`config.mk`:
```
export PLATFORM = sky130hd
export DESIGN_NAME = alu_mul_seq
export DESIGN_NICKNAME = d
export VERILOG_FILES = /design/src/rtl/alu_mul_seq.sv
export SDC_FILE = /design/constraint.sdc
export NUM_CORES = 1
export LEC_CHECK = 0
export ABC_AREA = 1
export CORE_ASPECT_RATIO = 0.9
export CORE_MARGIN = 4
export CORE_UTILIZATION = 35
export DETAILED_ROUTE_END_ITERATION = 16
export PLACE_DENSITY = 0.66
export SYNTH_ARGS = -nofsm -noshare
export SYNTH_HDL_FRONTEND = slang
export SYNTH_SLANG_ARGS = --single-unit
```
`constraint.sdc`:
```
create_clock -name clk -period 5.05 [get_ports clk]
set_input_delay 1.515 -clock clk [delete_from_list [all_inputs] [get_ports clk]]
set_output_delay 1.515 -clock clk [all_outputs]
set_load 0.02 [all_outputs]
```
`src/rtl/alu_mul_seq.sv`:
```
// alu_mul_seq
//   Sequential 16-bit multiplier. It computes the low 16 bits of a*b by
//   shift-and-add and routes every addition through an external Hack-style
//   combinational ALU.
//
//   A run has a fixed length. After start is accepted, the block alternates
//   ADD / DBL for 16 bit positions (32 cycles), then spends one DONE cycle,
//   then returns to IDLE.
//
// Ports
//   clk, reset         clock; synchronous active-high reset
//   start              request, honoured only in IDLE
//   a, b               multiplicand / multiplier, captured on accepted start
//   busy               high in every state except IDLE
//   done               one-cycle pulse in the DONE state
//   product            accumulator; final value from DONE until next start
//   alu_x, alu_y       operands driven to the external ALU
//   alu_zx..alu_no     ALU control bits
//   alu_out            ALU result, combinational from the signals above
module alu_mul_seq (
    input  logic        clk,
    input  logic        reset,
    input  logic        start,
    input  logic [15:0] a,
    input  logic [15:0] b,
    output logic        busy,
    output logic        done,
    output logic [15:0] product,
    output logic [15:0] alu_x,
    output logic [15:0] alu_y,
    output logic        alu_zx,
    output logic        alu_nx,
    output logic        alu_zy,
    output logic        alu_ny,
    output logic        alu_f,
    output logic        alu_no,
    input  logic [15:0] alu_out
);

    typedef enum logic [1:0] {IDLE, ADD, DBL, DONE} stateT;

    stateT       state;
    stateT       nextState;
    logic [15:0] acc;
    logic [15:0] mcand;
    logic [15:0] mplier;
    logic [3:0]  cnt;

    assign product = acc;

    always_ff @(posedge clk) begin
        if (reset) begin
            state  <= IDLE;
            acc    <= '0;
            mcand  <= '0;
            mplier <= '0;
            cnt    <= '0;
        end else begin
            state <= nextState;
            case (state)
                IDLE: begin
                    if (start) begin
                        mcand  <= a;
                        mplier <= b;
                        acc    <= '0;
                        cnt    <= '0;
                    end
                end
                // ALU either adds mcand or passes acc through unchanged
                ADD: acc <= alu_out;
                // mcand doubles via mcand+mcand in the ALU; the multiplier
                // shift is done locally because the ALU has no shifter
                DBL: begin
                    mcand  <= alu_out;
                    mplier <= {1'b0, mplier[15:1]};
                    if (cnt != 4'd15) begin
                        cnt <= cnt + 4'd1;
                    end
                end
                default: ;
            endcase
        end
    end

    always_comb begin
        nextState = state;
        busy      = (state != IDLE);
        done      = (state == DONE);
        alu_x     = '0;
        alu_y     = '0;
        alu_zx    = 1'b0;
        alu_nx    = 1'b0;
        alu_zy    = 1'b0;
        alu_ny    = 1'b0;
        alu_f     = 1'b0;
        alu_no    = 1'b0;
        case (state)
            IDLE: begin
                if (start) begin
                    nextState = ADD;
                end
            end
            ADD: begin
                alu_x = acc;
                alu_y = mcand;
                if (mplier[0]) begin
                    alu_f = 1'b1;               // x + y
                end else begin
                    alu_zy = 1'b1;              // y forced to all-ones,
                    alu_ny = 1'b1;              // then x & y = x
                end
                nextState = DBL;
            end
            DBL: begin
                alu_x     = mcand;
                alu_y     = mcand;
                alu_f     = 1'b1;
                nextState = (cnt == 4'd15) ? DONE : ADD;
            end
            DONE: nextState = IDLE;
            default: nextState = IDLE;
        endcase
    end

endmodule

```
==> flow_metrics.tcl <==
set metrics [dict create \
    dr_wl_met3_um 589 \
    ant_nets 0 \
    io_pins 107 \
    overflow 0 \
    ff2ff_setup_slack_ps 2590 \
    power_mw 1.373 \
    first_iter_violations 151 \
    track_usage_pct 17.62 \
    worstPathMaxFanout 28 \
    cts_root_buf "clkbuf_8" \
    tightest_slew_ps 1096 \
    wl_per_cell_um 13.59 \
    synth_area_leaders "dfxtp_1, nand2_1, nor2_1, o21ai_0, nand3_1" \
    drt-pass1-iter-count 5 \
    rsz0062_at_grt "no" \
    initial_core_util_pct 35.83 \
    cap_violations 0 \
    wl_met2_um 3751 \
    synth_top_area_share_pct 37.58 \
    vias 3064 \
    slew_headroom_pct 26.89 \
    clk_pin_slew_ps 90 \
    topRoutingLayerUsed "met4" \
    leakagePower_nw 1.758 \
    syn_inst 454 \
    fmax_mhz 247.9 \
    antenna_found_initial 0 \
    setup_viol 0 \
    yosys_most_used_dff "dfxtp_1" \
    worst-setup-path-type "flop to output port" \
    synth-edff-count 0 \
    fin_crit_sh_pct 79.87 \
    ys_ff_latch 54 \
    async_flop_share_pct 0 \
    ctsHoldBuffers 0 \
    period_needed_ps 4034 \
    outcome "finished clean" \
    cts_resized 0 \
    insertion_delay_ps 300 \
    startpoint_type "flop" \
    post-cts-setup-buffer-count 0 \
    grt_pass1_vias 2868 \
    ir_drop_uv 208.7 \
    fp-row-count 31 \
    worstPathRequired_ps 3540 \
    finalNetCount 594 \
    dieArea_um2 9735 \
    final_max_slew_viol_count 0 \
    synth_cell_type_count 22 \
    fin_skew_ps 5.229 \
    die_x_um 103.6 \
    drcViolationCount 0 \
    cts_max_level 2 \
    syn_area_um2 2877 \
    setup_tns_ps 0 \
    end_kind "output port" \
    fillers 848 \
    drive_above_1_share_pct 3.178 \
    portBuffers 103 \
    grt_max_degree 50 \
    wirelength_met1_um 4124 \
    cts_tree "built" \
    routed_wl_um 8616 \
    fin_cells 634 \
    cts.sinks 54 \
    synth_area_leader_cell "dfxtp_1" \
    dp_cells 628 \
    die_h_um 94.01 \
    clockBufferDepth 2 \
    hp-class "flop to flop" \
    avgSynthCellArea_um2 6.336 \
    hpwl_um 5688 \
    yosys_warnings 0 \
    routed_via_density 4.833 \
    p_per_area_nw_per_um2 347.5 \
    arrival_ps 2520 \
    cts_buffers 5 \
    area_growth_pct 37.32 \
    gp_congestion 0.8108 \
    hold_viol_final 0 \
    num_antenna_cells 0 \
    grt_pass1_wl_um 14210 \
    synth_seq_area_share_pct 37.58 \
    core_um2 8029 \
]
[kinds of logic after synthesis]
| kind of cell | Yosys count | share of synthesized area (%) |
|---|---|---|
| compound gates | 70 | 12.27 |
| fa+ha+maj | 7 | 3.045 |
| buf+inv | 64 | 11.01 |
| flops | 54 | 37.58 |
| other cells | 1 | 0.1304 |
| simple gates | 258 | 35.97 |
[layout make-up]
| cell class | count | area (µm²) | area share [%] |
|---|---|---|---|
| repair buffers | 107 | 1061 | 26.86 |
| flip-flops and latches | 54 | 1081 | 27.37 |
| clock buffers | 6 | 82.58 | 2.091 |
| inverters | 30 | 115.1 | 2.914 |
| multi-input cells | 338 | 1486 | 37.63 |
| well taps | 99 | 123.9 | 3.136 |
[worst max-delay path, cell delays in order, from the launching register on]
cell	delay, ps
dfxtp_1	400
inv_1	120
ha_1	390
buf_4	330
nand2_1	140
o21ai_0	200
clkdlybuf4s50_1	640
[per-layer routing]
metal / up-vias / track usage [%]
met3: 10 / 4.192
met5: - / 0
met2: 119 / 27.89
met4: 0 / 5.759
li1: 1581 / -
met1: 1354 / 23.79
[power breakdown]
group | leakage (nW) | switching (mW) | internal (mW)
Clock | 0.0431 | 0.129 | 0.106
Sequential | 0.444 | 0.0473 | 0.503
Combinational | 1.27 | 0.372 | 0.214
[placed cells by master, fill, tap and decap left out, types with 3 or more instances in the layout]
cell type	Yosys	layout
nand2_1	140	140
clkdlybuf4s50_1	0	103
nor2_1	71	71
dfxtp_1	54	54
o21ai_0	50	50
nand3_1	40	40
inv_1	26	26
a21oi_1	19	19
ha_1	7	7
clkbuf_8	0	6
buf_4	12	4
inv_2	3	3
conb_1	1	3
[stage by stage]
step,instance area (µm²),setup slack [ps],utilization [%],hold WS (ps)
floorplan,2884,1834,-,443.7
global placement,3867,1431,48.17,452.6
detailed placement,3867,1362,48.17,455.8
CTS,3950,1028,49.20,471.4
global route,3950,730.5,49.20,485.1
finish,3950,1016,49.20,471.8
[path summary, 6_finish.rpt]
check,endpoint,startpoint,depth (start not counted)
min,mplier[15]$_SDFFE_PP0P_,mplier[15]$_SDFFE_PP0P_,2
max reg2reg,cnt[0]$_SDFFE_PP0P_,state[0]$_SDFFE_PP0P_,9
max,alu_x[1],state[0]$_SDFFE_PP0P_,6
min reg2reg,mplier[15]$_SDFFE_PP0P_,mplier[15]$_SDFFE_PP0P_,2
[flip-flops by register name, summed over array words and instances, names as in the netlist]
signal and cells:
cnt 4, mcand 16, mplier 16, product 16, state 2
[synthesized netlist by cell type, types with 2 or more instances]
| library cell | instances |
|---|---|
| dfxtp_1 | 54 |
| buf_6 | 2 |
| buf_2 | 11 |
| nand3_1 | 40 |
| nand2_1 | 140 |
| o21ai_0 | 50 |
| buf_4 | 12 |
| ha_1 | 7 |
| inv_1 | 26 |
| clkbuf_1 | 7 |
| buf_1 | 2 |
| a21oi_1 | 19 |
| nor2_1 | 71 |
| inv_2 | 3 |
| nand2_2 | 2 |
| nand4_1 | 2 |
Power figures use the tool's default switching activity.
